## src/rtl/square_period_detector_pkg.sv

```systemverilog
`default_nettype none
// ============================================================================
//  Module      : square_period_detector_pkg
//  Description : Shared types and constants for the square-tone measurement
//                path: the signed sample type, the detector state encoding
//                and the default slicer hysteresis.
//  Revision    : 1.0 - initial release
// ============================================================================
package square_period_detector_pkg;

    // One audio sample as produced by the square generator (+7 / -8 levels).
    typedef logic signed [7:0] sample_t;

    // Detector state: IDLE waits for the first rising edge, MEASURE counts.
    typedef enum logic [0:0] {
        IDLE    = 1'b0,
        MEASURE = 1'b1
    } det_state_t;

    // Default slicer threshold magnitude.
    localparam int c_HYST_DEFAULT = 2;

endpackage : square_period_detector_pkg
`default_nettype wire

```

## src/rtl/square_period_detector_hysteresis_slicer.sv

```systemverilog
`default_nettype none
// ============================================================================
//  Module      : square_period_detector_hysteresis_slicer
//  Description : Hysteresis slicer. Turns the signed sample stream into a
//                one-bit level and flags level transitions on the current
//                step sample.
//  Ports       : clk_in  - system clock
//                rst_in  - synchronous active-high reset (level -> low)
//                step_in - sample strobe, amp_in valid when high
//                amp_in  - signed sample
//                rise    - current sample moves the level 0 -> 1 (step only)
//                fall    - current sample moves the level 1 -> 0 (step only)
//  Revision    : 1.0 - initial release
// ============================================================================
module square_period_detector_hysteresis_slicer
    import square_period_detector_pkg::*;
#(
    parameter int HYST = c_HYST_DEFAULT
)
(
    input  logic    clk_in,
    input  logic    rst_in,
    input  logic    step_in,
    input  sample_t amp_in,
    output logic    rise,
    output logic    fall
);

    // Thresholds held in the sample type so the comparisons stay signed
    // and width-matched.
    localparam sample_t c_THRESH_HI = sample_t'(HYST);
    localparam sample_t c_THRESH_LO = sample_t'(-HYST);

    logic r_level;
    logic w_decision;

    // Samples strictly between the thresholds keep the previous level.
    always_comb begin
        w_decision = r_level;
        if (amp_in >= c_THRESH_HI) begin
            w_decision = 1'b1;
        end else if (amp_in <= c_THRESH_LO) begin
            w_decision = 1'b0;
        end
    end

    always_ff @(posedge clk_in) begin
        if (rst_in) begin
            r_level <= 1'b0;
        end else if (step_in) begin
            r_level <= w_decision;
        end
    end

    // Edges are combinational so the top level acts on the same step sample.
    assign rise = step_in &  w_decision & ~r_level;
    assign fall = step_in & ~w_decision &  r_level;

endmodule : square_period_detector_hysteresis_slicer
`default_nettype wire

```

## src/rtl/square_period_detector.sv

```systemverilog
`default_nettype none
// ============================================================================
//  Module      : square_period_detector
//  Description : Recovers period and high time (in step samples) of a square
//                tone using a hysteresis slicer and a rising-edge to
//                rising-edge counter with saturation timeout.
//  Ports       : clk_in      - system clock
//                rst_in      - synchronous active-high reset
//                step_in     - sample strobe
//                amp_in      - signed 8-bit sample
//                period_out  - last measured period
//                high_out    - high phase of the last completed period
//                valid_out   - one-clk pulse when period/high update
//                locked_out  - a full period measured since reset/timeout
//                timeout_out - one-clk pulse on counter saturation
//  Revision    : 1.0 - initial release
// ============================================================================
module square_period_detector
    import square_period_detector_pkg::*;
#(
    parameter int CNT_WIDTH = 16,
    parameter int HYST      = c_HYST_DEFAULT
)
(
    input  logic                 clk_in,
    input  logic                 rst_in,
    input  logic                 step_in,
    input  sample_t              amp_in,
    output logic [CNT_WIDTH-1:0] period_out,
    output logic [CNT_WIDTH-1:0] high_out,
    output logic                 valid_out,
    output logic                 locked_out,
    output logic                 timeout_out
);

    localparam logic [CNT_WIDTH-1:0] c_CNT_MAX = {CNT_WIDTH{1'b1}};

    det_state_t r_state;
    det_state_t w_state_next;

    logic [CNT_WIDTH-1:0] r_count;
    logic [CNT_WIDTH-1:0] r_high_latch;
    logic [CNT_WIDTH-1:0] r_period;
    logic [CNT_WIDTH-1:0] r_high;
    logic                 r_valid;
    logic                 r_locked;
    logic                 r_timeout;

    logic w_rise;
    logic w_fall;
    logic w_at_max;
    logic w_count_clear;
    logic w_count_inc;
    logic w_period_load;
    logic w_high_load;
    logic w_timeout;

    square_period_detector_hysteresis_slicer #(
        .HYST (HYST)
    ) u_slicer (
        .clk_in  (clk_in),
        .rst_in  (rst_in),
        .step_in (step_in),
        .amp_in  (amp_in),
        .rise    (w_rise),
        .fall    (w_fall)
    );

    assign w_at_max = (r_count == c_CNT_MAX);

    // ---------------------------------------------------------------- state
    always_ff @(posedge clk_in) begin
        if (rst_in) begin
            r_state <= IDLE;
        end else begin
            r_state <= w_state_next;
        end
    end

    // ----------------------------------------------------------- next state
    // rise/fall are already qualified by step_in; saturation is not, so it
    // is gated here to keep the FSM frozen between strobes.
    always_comb begin
        w_state_next = r_state;
        case (r_state)
            IDLE: begin
                if (w_rise) begin
                    w_state_next = MEASURE;
                end
            end
            MEASURE: begin
                if (step_in && w_at_max) begin
                    w_state_next = IDLE;
                end
            end
            default: w_state_next = IDLE;
        endcase
    end

    // ------------------------------------------------------ datapath control
    // Saturation wins over any edge on the same sample, so period_out never
    // has to represent counter+1 overflowing the counter width.
    always_comb begin
        w_count_clear = 1'b0;
        w_count_inc   = 1'b0;
        w_period_load = 1'b0;
        w_high_load   = 1'b0;
        w_timeout     = 1'b0;
        case (r_state)
            IDLE: begin
                w_count_clear = w_rise;
            end
            MEASURE: begin
                if (step_in) begin
                    if (w_at_max) begin
                        w_timeout     = 1'b1;
                        w_count_clear = 1'b1;
                    end else if (w_rise) begin
                        w_period_load = 1'b1;
                        w_count_clear = 1'b1;
                    end else begin
                        w_count_inc   = 1'b1;
                        w_high_load   = w_fall;
                    end
                end
            end
            default: begin
                w_count_clear = 1'b0;
            end
        endcase
    end

    // ------------------------------------------------------------- datapath
    always_ff @(posedge clk_in) begin
        if (rst_in) begin
            r_count      <= '0;
            r_high_latch <= '0;
            r_period     <= '0;
            r_high       <= '0;
            r_valid      <= 1'b0;
            r_locked     <= 1'b0;
            r_timeout    <= 1'b0;
        end else begin
            r_valid   <= 1'b0;
            r_timeout <= 1'b0;

            if (w_count_clear) begin
                r_count <= '0;
            end else if (w_count_inc) begin
                r_count <= r_count + 1'b1;
            end

            if (w_high_load) begin
                r_high_latch <= r_count + 1'b1;
            end

            // high_out is taken from the latch in the same cycle as period_out
            // so the reported pair always belongs to one period.
            if (w_period_load) begin
                r_period <= r_count + 1'b1;
                r_high   <= r_high_latch;
                r_valid  <= 1'b1;
                r_locked <= 1'b1;
            end

            if (w_timeout) begin
                r_timeout <= 1'b1;
                r_locked  <= 1'b0;
            end
        end
    end

    assign period_out  = r_period;
    assign high_out    = r_high;
    assign valid_out   = r_valid;
    assign locked_out  = r_locked;
    assign timeout_out = r_timeout;

endmodule : square_period_detector
`default_nettype wire

```

## config.mk

```make
export PLATFORM = sky130hd
export DESIGN_NAME = square_period_detector
export DESIGN_NICKNAME = d
export VERILOG_FILES = /design/src/rtl/square_period_detector_pkg.sv /design/src/rtl/square_period_detector_hysteresis_slicer.sv /design/src/rtl/square_period_detector.sv
export SDC_FILE = /design/constraint.sdc
export NUM_CORES = 1
export LEC_CHECK = 0
export CORE_MARGIN = 2
export CORE_UTILIZATION = 45
export DETAILED_ROUTE_END_ITERATION = 8
export PLACE_DENSITY = 0.68
export SETUP_SLACK_MARGIN = 0.05
export SYNTH_ARGS = -nofsm -noshare
export SYNTH_HDL_FRONTEND = slang
export SYNTH_SLANG_ARGS = --single-unit
```

## constraint.sdc

```tcl
create_clock -name clk_in -period 3.6 [get_ports clk_in]
set_input_delay 0.9 -clock clk_in [delete_from_list [all_inputs] [get_ports clk_in]]
set_output_delay 0.9 -clock clk_in [all_outputs]
set_load 0.03 [all_outputs]
```

## Yosys cells after proc, flatten, opt, wreduce, memory -nomap -nowiden

Index checks and enable logic that the tools add are counted.

- Bits in registers: 69
- Input port bits: 11
- Output and inout port bits: 35
- Word-level logic and storage cells: 47

- Add/sub/neg operators: 1
- $lt $le $gt $ge: 2
- Eq/ne operators: 1
- Mux-type cells: 24
- Bitwise gates (word level): 7
- Reduce and logical (&&, ||, !) cells: 3

Operator list:

| operator | number |
|---|---|
| two-way mux 1 bit | 22 |
| adder 16 x 1 -> 16 bit (second input constant) | 1 |
| == test 16 bit (second input constant) | 1 |
| greater-or-equal comparator 8 x 3 -> 1 bit (second input constant) | 1 |
| less-or-equal comparator 8 x 2 -> 1 bit (second input constant) | 1 |
| AND 1 bit | 4 |
| case mux 1 bit (2 select lines) | 2 |
| OR reduction 2 bit | 2 |
| NOT 1 bit | 3 |
| logical AND 1 bit | 1 |

## Longest topological paths before layout

Gate-level depths: netlist of run 1.

- Word-level depth: 10
- Depth in mapped cells: 7
- Depth with buffers taken out: 5

## Cells and area by module

From an unflattened synthesis of run 1, not the netlist that was laid out.

- Cells, all modules: 349
- Area total of the unflattened synthesis: 3,075.4 µm²

By module, submodules not included:

| module | instances | cells an instance | area each (µm²) | sequential area each (µm²) |
|---|---|---|---|---|
| square_period_detector | 1 | 338 | 2,970.3 | 1,361.3 |
| square_period_detector_hysteresis_slicer | 1 | 11 | 105.1 | 20.0 |

## Least setup slack after synthesis of run 1

OpenSTA, ideal clock, no wires.

- Path kind: input -> register
- Start: in amp_in[1]
- End: reg r_high[11] (netlist: high_out[11])
- Library setup time: 0.121 ns
- Data arrival time: 2.086 ns
- Data required time: 3.479 ns
- Setup slack: 1.393 ns
- Stages: 4
- Path buffers: 0
- Cell sequence: nor4_2 a2111oi_4 o21ai_4 mux2_2

- Longest elaborated chain between the ends: 9
- Elaborated cells on any way between the ends: 10
- Classes of those cells: order compare (2); mux (6); bitwise (2)

Ends and longest elaborated chain:

| what | RTL line | text |
|---|---|---|
| start, declared | square_period_detector.sv:28 | `input sample_t amp_in,` |
| less-or-equal comparator 8 x 2 -> 1 bit | square_period_detector_hysteresis_slicer.sv:42 | `end else if (amp_in <= c_THRESH_LO) begin` |
| two-way mux 1 bit | square_period_detector_hysteresis_slicer.sv:42 |  |
| two-way mux 1 bit (*) | square_period_detector_hysteresis_slicer.sv:40 | `if (amp_in >= c_THRESH_HI) begin` |
| AND 1 bit (*) (2 in series) | square_period_detector_hysteresis_slicer.sv:56 | `assign rise = step_in & w_decision & ~r_level;` |
| two-way mux 1 bit (*) | square_period_detector.sv:118 | `end else if (w_rise) begin` |
| two-way mux 1 bit (*) | square_period_detector.sv:115 | `if (w_at_max) begin` |
| two-way mux 1 bit (*) | square_period_detector.sv:114 | `if (step_in) begin` |
| two-way mux 1 bit (*) | square_period_detector.sv:109 | `case (r_state)` |
| end signal, assigned | square_period_detector.sv:161 | `r_high <= r_high_latch;` |
| end, declared | square_period_detector.sv:44 | `logic [CNT_WIDTH-1:0] r_high;` |

Mark *: on every way between the ends. The rest lies on a longest branch, timed or not.
A chain may end at the register's enable or synchronous reset.

## Final worst setup path of run 1

- Start: in amp_in[1]
- End: reg r_period[6] (netlist: period_out[6])

- Longest elaborated chain between the ends: 9
- Elaborated cells on any way between the ends: 10
- Classes of those cells: order compare (2); mux (6); bitwise (2)

Ends and longest elaborated chain:

| what | RTL line | text |
|---|---|---|
| less-or-equal comparator 8 x 2 -> 1 bit | square_period_detector_hysteresis_slicer.sv:42 |  |
| two-way mux 1 bit | square_period_detector_hysteresis_slicer.sv:42 |  |
| two-way mux 1 bit (*) | square_period_detector_hysteresis_slicer.sv:40 |  |
| AND 1 bit (*) (2 in series) | square_period_detector_hysteresis_slicer.sv:56 |  |
| two-way mux 1 bit (*) | square_period_detector.sv:118 |  |
| two-way mux 1 bit (*) | square_period_detector.sv:115 |  |
| two-way mux 1 bit (*) | square_period_detector.sv:114 |  |
| two-way mux 1 bit (*) | square_period_detector.sv:109 |  |
| end signal, assigned | square_period_detector.sv:160 | `r_period <= r_count + 1'b1;` |
| end, declared | square_period_detector.sv:43 | `logic [CNT_WIDTH-1:0] r_period;` |

Marks and branches as above.

==> summary.txt, run 1 <==
Routing
  • WL met1: roughly 3500 µm
  • Routed wl met2: 3300 µm
  • Vias per cell: 5.535
  • Top sig layer: met4
  • 1st-pass router iterations: 4
  • Final antenna-violating net count: 0
  • Wire per inst: around 15 µm
  • Post-route DRC: 0
  • Initial DRC count: 152
  • Via count: 2,701
  • Met3 wire len: 281 µm
  • Final WL: 7188 µm

Place
  • DPL Wire Length: ~5000 µm
  • Pre-CTS setup slack: between 500 and 600 ps
  • Port Buf Inserts: 45
  • Placer congestion estimate: 0.8220
  • DP Area: around 3700 µm²

Worst setup path
  • Slowest stage delay, CP: 540 ps
  • Setup CP Type: input pin to flop
  • Critical path endpoint category: flop
  • Slowest CP cell: nor4_2
  • CP delay by family, top: buffers and inverters
  • Number of buffers and inverters on the critical path: 3
  • CP Cell Sequence: clkdlybuf4s50_1 -> nor4_2 -> a2111oi_4 -> buf_4 -> o21ai_4 -> buf_4 -> mux2i_1
  • CP dominant cell by count: buf_4
  • Required @ worst endpoint: 3880 ps
  • Critical path peak fanout: 21
  • CP startpoint: amp_in[1]
  • Startpoint types: input pin
  • Crit path arrival time: 2940 ps
  • Worst r2r src: r_count[0]

Global route
  • Number of global-route vias before repair: roughly 2,500
  • Largest net degree at the start of global routing: 31
  • First-pass GRT wire length: around 12,000 µm
  • Gr usage total: 0.1892
  • Initial antenna violation count: 0
  • Gr ovfl total: 0

Synthesis
  • Number of synthesized flops with an enable pin: 0
  • Cells after Synth: about 350
  • Syn Nets: about 370
  • Cell Area, Synth: 3232 µm²
  • Library cells used by synthesis: between 50 and 60
  • Sequential element share of the synthesized area: 0.4274
  • Syn Area/Cell: about 9.1 µm²
  • Warnings, synthesis: 0
  • Ys flop type: dfxtp_1
  • Async set-reset flop share out of synthesis: 0
  • Flops & latches, synth: 69

Power and ir drop
  • Peak supply drop: 182.2 µV
  • Leak pwr: ~1.4 nW
  • Power Density: ~380 nW/µm²

Worst hold path
  • Hold crit path type: flop to flop
  • Hold_sp: r_high_latch[10]

Floorplanning
  • FP Rows: 30
  • Core Area: roughly 6900 µm²
  • Initial Util: 0.4705
  • Die Wd: ~89 µm
  • Die ar.: around 7900 µm²
  • I/O pin total: 46
  • Die H: 88.75 µm

Timing
  • Final setup violation count: 0
  • Min cycle time layout: approximately 2700 ps
  • RSZ-0062 raised after global routing: false
  • Final period utilization: 0.7400
  • Layout Skew: 9.665 ps
  • Worst-margin pin slew: 697.5 ps
  • Total negative slack: 0 ps
  • Endpoints failing hold: 0
  • Final WS setup: around 940 ps
  • Max-slew headroom: 0.5350
  • Final hold slack: 456.7 ps
  • Max Freq: 375.4 MHz
  • Final number of max-transition violations: 0

Layout
  • Share of cells above drive strength 1: 0.1020
  • Nets: 400
  • Final core occ: 0.5683
  • Syn-to-layout area delta: 20.79%
  • # diodes: 0
  • Filler cell count: 654
  • Cell area after layout: between 3000 and 4000 µm²

Clock network
  • Post-CTS Hold Buffers: 0
  • # resized after CTS: 0
  • CTS root buf: clkbuf_8
  • CTS tree: done
  • H-Tree Depth: 3
  • Post-CTS Setup Inserts: 0
  • Later-pin clock latency in the skew report: about 350 ps
  • Bufs on Longest Clock Path: 2
  • Clock transition at path regs: 80 ps
  • Num CTS Buffers: 9
  • CTS sink cnt: a little under 70

Flow run
  • Max-cap violations: 0

Status
  • Status: finished, final reports clean
[layout by cell type, fill, tap and decap left out, drive strengths merged, types with 2 or more instances in the layout]
cell	Yosys	layout
or2	2	2
clkdlybuf4s50	0	45
dfxtp	69	69
o211ai	7	7
nand4	5	5
nand3b	2	2
o22ai	4	4
nor2	15	15
mux2i	29	29
o221ai	2	2
nor3	6	6
a2111oi	8	8
o21ai	15	15
nor4	13	13
buf	13	8
a21o	3	3
clkinv	0	4
or3	5	5
or4	2	2
a311oi	2	2
inv	5	5
clkbuf	17	9
a211o	2	2
and2	3	3
a21oi	13	13
nand3	13	13
a211oi	4	4
xnor2	9	9
xor2	3	3
nand2	52	52
nor2b	10	10
a221o	2	2
mux2	5	5
o31a	3	3
a2111o	2	2
[sequential cells by signal (all words and copies together) (netlist names)]
| register | count |
|---|---|
| u_slicer.r_level | 1 |
| r_count | 16 |
| locked_out | 1 |
| r_high_latch | 16 |
| timeout_out | 1 |
| high_out | 16 |
| r_state | 1 |
| period_out | 16 |
| valid_out | 1 |
[synth_stat cells, types with 3 or more instances]
library cell,n,area (µm²)
buf_2,7,35.03
and2_1,3,18.77
a21o_1,3,22.52
o21ai_0,14,70.07
nand4_1,5,31.28
inv_1,5,18.77
a211oi_1,3,22.52
dfxtp_1,69,1381
nand2_1,52,195.2
mux2i_1,29,290.3
or3_1,5,31.28
buf_4,3,22.52
o31a_1,3,26.28
o211ai_1,7,52.55
clkbuf_1,17,63.81
nor4_1,11,68.82
nor2b_1,10,62.56
mux2_2,5,56.30
a2111oi_0,6,52.55
nand3_1,12,60.06
nor3_1,6,30.03
nor2_1,15,56.30
o22ai_1,4,25.02
xnor2_1,9,78.83
a21oi_1,12,60.06
xor2_1,3,26.28
[worst min-delay path, stage by stage, from the launching register on]
cell	delay, ps
dfxtp_1	310
inv_1	50
a211oi_1	50
[through the flow]
stage	total power, mW	std cells
global route	1.528	488
CTS	1.481	488
finish	1.464	488
global placement	0.8741	473
detailed placement	0.8750	473
floorplan	0.8417	354
[path summary, 6_finish.rpt]
path | end | slack [ps] | cells after the start
hold / removal | r_high_latch[10] | 460 | 2
setup / recovery | period_out[6] | 940 | 7
setup reg to reg | period_out[6] | 1000 | 6
hold reg to reg | r_high_latch[10] | 460 | 2
[cells by family (layout without fill, tap and decap cells)]
kind of cell,Yosys count,count (layout),share of synthesized area
and+or+nand+nor,129,129,0.2036
AOI/OAI and AO/OA,74,74,0.1738
DFF,69,69,0.4274
buffers and inverters,35,73,0.05149
muxes,34,34,0.1072
xor gates and xnor gates,12,12,0.03252
adders and majority gates,1,1,0.003871
[power by group]
part	internal [mW]	switching, mW	total [mW]
registers	0.769	0.00555	0.774
logic	0.0334	0.0501	0.0834
clock network	0.315	0.291	0.607
[final cells by class]
cell class	instances	area (µm²)	area share
sequential	69	1381	0.3538
clock inverter	6	65.06	0.01667
timing repair buffer	53	510.5	0.1308
tap	96	120.1	0.03077
clock buffer	9	123.9	0.03173
inverter	5	18.77	0.004808
multi-input combinational	250	1684	0.4314
[metal layers]
layer,vias to the layer above,GRT usage
met4,0,0.07989
li1,1350,-
met1,1282,0.2555
met2,56,0.2904
met3,13,0.04384
met5,-,0
Note: power is estimated with default switching activity, not from simulation.
==> run 2, diff against run 1 <==
--- a/config.mk
+++ b/config.mk
@@ -8,7 +8,7 @@
 export CORE_MARGIN = 2
 export CORE_UTILIZATION = 45
 export DETAILED_ROUTE_END_ITERATION = 8
-export PLACE_DENSITY = 0.68
+export PLACE_DENSITY = 0.71
 export SETUP_SLACK_MARGIN = 0.05
 export SYNTH_ARGS = -nofsm -noshare
 export SYNTH_HDL_FRONTEND = slang
==> constraint.sdc (replaced) <==
create_clock -name clk_in -period 2.35 [get_ports clk_in]
set_input_delay 0.5875 -clock clk_in [delete_from_list [all_inputs] [get_ports clk_in]]
set_output_delay 0.5875 -clock clk_in [all_outputs]
set_load 0.03 [all_outputs]
==> run 2 against run 1 <==
Net effect: clock skew up 5.5 ps; worst setup slack worse by 820 ps; die area stayed put; clock power increased by 59%; sequential cell count unchanged; critical path depth shrank 1; via count rose by 5.8%; sequential power rose by 54%; final cell count increased by 7.0%.
==> summary.txt, run 2 (synthesized netlist as in run 1, its figures left out) <==
Status
  • Status: finished, final reports clean

Timing
  • Layout Skew: about 15 ps
  • Final number of max-transition violations: 0
  • Final period utilization: 0.9486
  • Max-slew headroom: 0.6263
  • RSZ-0062 raised after global routing: true
  • Worst-margin pin slew: around 560 ps
  • Final hold slack: 461.2 ps
  • Min cycle time layout: between 2000 and 2500 ps
  • Max Freq: 448.6 MHz
  • Final setup violation count: 0
  • Endpoints failing hold: 0

Worst setup path
  • Setup CP Type: flop to flop
  • Slowest CP cell: or4_4
  • CP startpoint: r_count[1]
  • Required @ worst endpoint: 2590 ps
  • Worst setup endpoint: high_out[11]
  • Critical path endpoint category: flop
  • Worst r2r src: r_count[1]
  • Worst R2R Path Depth: 6
  • Critical path peak fanout: 5
  • CP Cell Sequence: ha_1 -> nand3_4 -> or4_4 -> o21ai_4 -> buf_12 -> mux2_2
  • FF-to-FF setup slack: 120 ps
  • Startpoint types: flop
  • Slowest stage delay, CP: 580 ps
  • Crit path arrival time: 2470 ps
  • Reg-to-reg endpoint: high_out[11]

Floorplanning
  • Die H: around 90 µm
  • Die Wd: 88.75 µm
  • I/O pin total: 46
  • Initial Util: 0.4705
  • Core Area: 6869 µm²
  • FP Rows: 30
  • Die ar.: 7876 µm²

Clock network
  • CTS sink cnt: 69
  • Num CTS Buffers: 9
  • Later-pin clock latency in the skew report: 360 ps
  • H-Tree Depth: 3
  • CTS root buf: clkbuf_8
  • Bufs on Longest Clock Path: 2
  • CTS tree: done
  • Clock transition at path regs: 80 ps

Global route
  • Number of global-route vias before repair: 2,712
  • First-pass GRT wire length: 12,760 µm
  • Gr usage total: 0.2096
  • Initial antenna violation count: 0
  • Largest net degree at the start of global routing: 25
  • Gr ovfl total: 0

Place
  • Placer congestion estimate: 0.8666
  • DPL Wire Length: 5463 µm
  • Placed Cells: 502
  • Port Buf Inserts: 45
  • DP Area: 3958 µm²

Routing
  • Final antenna-violating net count: 0
  • Via count: 2,857
  • Initial DRC count: 153
  • Wire per inst: 14.68 µm
  • 1st-pass router iterations: 4
  • Post-route DRC: 0
  • Vias per cell: ~5.5
  • Final WL: 7663 µm

Layout
  • Share of cells above drive strength 1: 0.1737
  • Most frequent cells in the layout: dfxtp_1 (69), nand2_1 (52), clkdlybuf4s50_1 (45)
  • Cell area after layout: 4198 µm²
  • # diodes: 0
  • Cell Count, Final, Fillers Out: 522
  • Nets: 433
  • Syn-to-layout area delta: 29.89%
  • Commonest non-fill, non-tap cell in the layout: dfxtp_1

Power and ir drop
  • Leak pwr: 1.571 nW
  • Power Density: ~550 nW/µm²
  • Total Power: 2.304 mW
  • Peak supply drop: between 300 and 400 µV

Flow run
  • Max-cap violations: 0

Worst hold path
  • Hold crit path type: flop to flop
## run 2: cell types whose count changed in the layout (fill, tap and decap cells not counted), sizes merged
cell and delta:
buf +33, inv +1
## run 2: worst min path at each step
| stage | slack [ps] | to | depth (start not counted) | from |
|---|---|---|---|---|
| after floorplan | 430 | r_high_latch[10] | 2 | r_high_latch[10] |
| after global placement | 440 | r_high_latch[9] | 2 | r_high_latch[9] |
| after detailed placement | 450 | r_high_latch[9] | 2 | r_high_latch[9] |
| after CTS | 470 | high_out[6] | 2 | high_out[6] |
| after global routing | 480 | high_out[0] | 2 | high_out[0] |
| final | 460 | high_out[6] | 2 | high_out[6] |
## run 2: stage by stage
step	setup slack (ps)	TNS, ps	util
after floorplan	312.8	0	-
after global placement	-70.77	-190.0	0.5761
after detailed placement	-156.2	-1173	0.5761
after CTS	73.44	0	0.6049
after global routing	38.30	0	0.6111
final	120.8	0	0.6111
## run 2: timing repair
item,in CTS,in global routing
gates resized for setup,0,0
setup endpoints to repair,0,19
buffers inserted,0,4
hold buffers,0,0
## run 2: worst max-delay path, delay by kind of cell, from the launching register on
family | cells | cell delay [ps]
AOI/OAI and AO/OA | 1 | 270
adders and majority gates | 1 | 290
buffers and inverters | 1 | 150
DFF | 1 | 400
muxes | 1 | 310
and+or+nand+nor | 2 | 700
## run 2: area by class of cell
type / instances / area, µm²
timing repair buffer: 86 / 795.8
clock inverter: 7 / 73.82
fill: 581 / 2671
clock buffer: 9 / 123.9
tap: 96 / 120.1
inverter: 5 / 18.77
multi-input combinational: 250 / 1684
sequential: 69 / 1381
## run 2: metal layers
layer,vias up,part of all wire,global-route usage
met2,64,0.47,0.3304
met1,1365,0.47,0.2746
li1,1413,-,-
met3,15,0.040,0.04571
met4,0,0.022,0.09504
met5,-,0,0
## run 2: power breakdown
| part | internal (mW) | total [mW] | switching [mW] |
|---|---|---|---|
| Clock | 0.493 | 0.968 | 0.476 |
| Combinational | 0.0680 | 0.150 | 0.0821 |
| Sequential | 1.18 | 1.19 | 0.00825 |
| Total | 1.74 | 2.30 | 0.566 |
==> run 3, diff against run 2 <==
--- a/config.mk
+++ b/config.mk
@@ -5,10 +5,8 @@
 export SDC_FILE = /design/constraint.sdc
 export NUM_CORES = 1
 export LEC_CHECK = 0
-export CORE_MARGIN = 2
-export CORE_UTILIZATION = 45
+export CORE_UTILIZATION = 30
 export DETAILED_ROUTE_END_ITERATION = 8
-export PLACE_DENSITY = 0.71
 export SETUP_SLACK_MARGIN = 0.05
 export SYNTH_ARGS = -nofsm -noshare
 export SYNTH_HDL_FRONTEND = slang
==> run 3 against run 2 <==
Net effect: combinational power hardly changed; critical endpoint is now high_out[12]; sequential share of layout area is 0.39 points lower; clock power is 21% higher; design area is 1.2% higher.
==> summary.txt, run 3 (synthesized netlist as in run 1, its figures left out) <==
Status
  • Status: finished, final reports clean

Clock network
  • CTS sink cnt: 69
  • Num CTS Buffers: 9
  • CTS tree: done
  • Bufs on Longest Clock Path: 2
  • Clock transition at path regs: 80 ps
  • Later-pin clock latency in the skew report: 340 ps
  • H-Tree Depth: 3
  • CTS root buf: clkbuf_8
  • Post-CTS Hold Buffers: 0

Worst hold path
  • Hold Crit Endpoint: r_high_latch[9]
  • Hold path depth: 2
  • Hold_sp: r_high_latch[9]
  • Hold crit path type: flop to flop

Routing
  • Vias per cell: 5.087
  • Initial DRC count: about 150
  • Final WL: 7777 µm
  • Final antenna-violating net count: 0
  • Post-route DRC: 0
  • Via count: 2,818
  • Wire per inst: 14.04 µm
  • 1st-pass router iterations: 4

Power and ir drop
  • Flop pwr share: 0.474
  • Peak supply drop: 310.2 µV
  • Switching part of the total: 0.2229
  • Clock Power Share: 0.467
  • Power Density: 589.0 nW/µm²
  • Internal: 1.944 mW
  • Leak pwr: 1.557 nW
  • Comb power frac: 0.060
  • Net Sw Power: approximately 560 µW

Timing
  • RSZ-0062 raised after global routing: false
  • Final period utilization: 0.9249
  • Endpoints failing hold: 0
  • Worst-margin pin slew: 478.3 ps
  • Layout Skew: 8.548 ps
  • Min cycle time layout: 2173 ps
  • Final setup violation count: 0
  • Final number of max-transition violations: 0
  • Max-slew headroom: 0.6729
  • Max Freq: 460.1 MHz

Worst setup path
  • Reg-to-reg endpoint: high_out[12]
  • Slowest CP cell: or4_4
  • Crit path arrival time: ~2400 ps
  • Startpoint types: flop
  • FF-to-FF setup slack: 180 ps
  • CP Cell Sequence: ha_1 -> nand3_4 -> or4_4 -> o21ai_4 -> buf_4 -> mux2_2
  • Required @ worst endpoint: 2590 ps
  • Slowest stage delay, CP: roughly 550 ps
  • Worst r2r src: r_count[1]
  • Setup CP Type: flop to flop
  • Critical path peak fanout: 4
  • Critical path endpoint category: flop
  • Worst R2R Path Depth: 6

Layout
  • # diodes: 0
  • Cell Count, Final, Fillers Out: 554
  • Sequential cell area: 1381 µm²
  • Filler cell count: 1,036
  • Final core occ: 0.4096
  • Commonest non-fill, non-tap cell in the layout: dfxtp_1
  • Multi-input logic area: between 1500 and 2000 µm²
  • Most frequent cells in the layout: dfxtp_1 (69), nand2_1 (52), clkdlybuf4s50_1 (45)
  • Syn-to-layout area delta: 31.44%
  • Share of cells above drive strength 1: 0.1579
  • Nets: 426

Place
  • DPL Wire Length: approximately 5500 µm
  • Placer congestion estimate: about 0.83
  • Port Buf Inserts: between 40 and 50
  • Placed Cells: 537

Global route
  • Initial antenna violation count: 0
  • Number of global-route vias before repair: 2,685
  • Gr usage total: 0.1489
  • Largest net degree at the start of global routing: between 40 and 50
  • Gr ovfl total: 0
  • First-pass GRT wire length: 13,260 µm

Floorplanning
  • Die ar.: 11,190 µm²
  • Die H: roughly 110 µm
  • Initial Util: 0.3117
  • I/O pin total: 46
  • Core Area: 10,370 µm²
  • FP Rows: 37
  • Die Wd: ~110 µm

Flow run
  • Max-cap violations: 0
==> run 3: routing by layer <==
metal  global-route usage  part of all wire
met3              0.03711             0.038
met4              0.05357             0.011
met1               0.1916              0.48
met5                    0                 0
met2               0.2404              0.48
==> run 3: worst max-delay path by stage <==
| stage | startpoint | endpoint | slack, ps | cells after the start |
|---|---|---|---|---|
| finish | r_count[1] | high_out[12] | 180 | 6 |
| global route | r_count[1] | r_high_latch[10] | 90 | 7 |
| CTS | r_count[1] | period_out[6] | 170 | 6 |
| detailed placement | amp_in[4] | period_out[11] | -170 | 7 |
| global placement | amp_in[7] | r_high_latch[10] | -110 | 5 |
| floorplan | r_count[0] | high_out[11] | 310 | 5 |
==> run 3: cell type report <==
cell class | count | area share
Inverter | 5 | 0.004418
Tap cell | 136 | 0.04006
Clock buffer | 9 | 0.02916
Clock inverter | 6 | 0.02651
Timing Repair Buffer | 79 | 0.1779
Multi-Input combinational cell | 250 | 0.3968
Sequential cell | 69 | 0.3252
==> run 3: power groups by stage <==
stage               Combinational (mW)  Clock (mW)  Sequential, mW
finish                           0.149        1.17            1.19
global route                     0.161        1.24            1.19
detailed placement               0.147           0            1.21
global placement                 0.146           0            1.21
floorplan                       0.0705           0            1.22
CTS                              0.148        1.19            1.19
==> run 3: timing repair <==
item | 4_1_cts | 5_1_grt
setup buffers | 0 | 2
endpoints found under the setup margin | 0 | 2
gates resized for setup | 0 | 1
==> run 3: stage by stage <==
stage / setup slack, ps / hold slack (ps) / power, mW / TNS [ps] / cell area [µm²]
2_1_floorplan: 312.8 / 434.1 / 1.289 / 0 / 3232
3_3_place_gp: -114.4 / 442.4 / 1.359 / -218.5 / 3995
3_5_place_dp: -171.1 / 451.0 / 1.361 / -1140 / 3995
4_1_cts: 169.9 / 461.6 / 2.526 / 0 / 4232
5_1_grt: 85.10 / 481.6 / 2.585 / 0 / 4248
6_report: 176.5 / 460.0 / 2.502 / 0 / 4248
==> run 3: critical path: cells and delay by family (launching register included) <==
kind            cells  cell delay [ps]
fa+ha+maj           1              280
flops               1              400
compound gates      1              240
buf+inv             1              180
mux                 1              320
simple gates        2              650
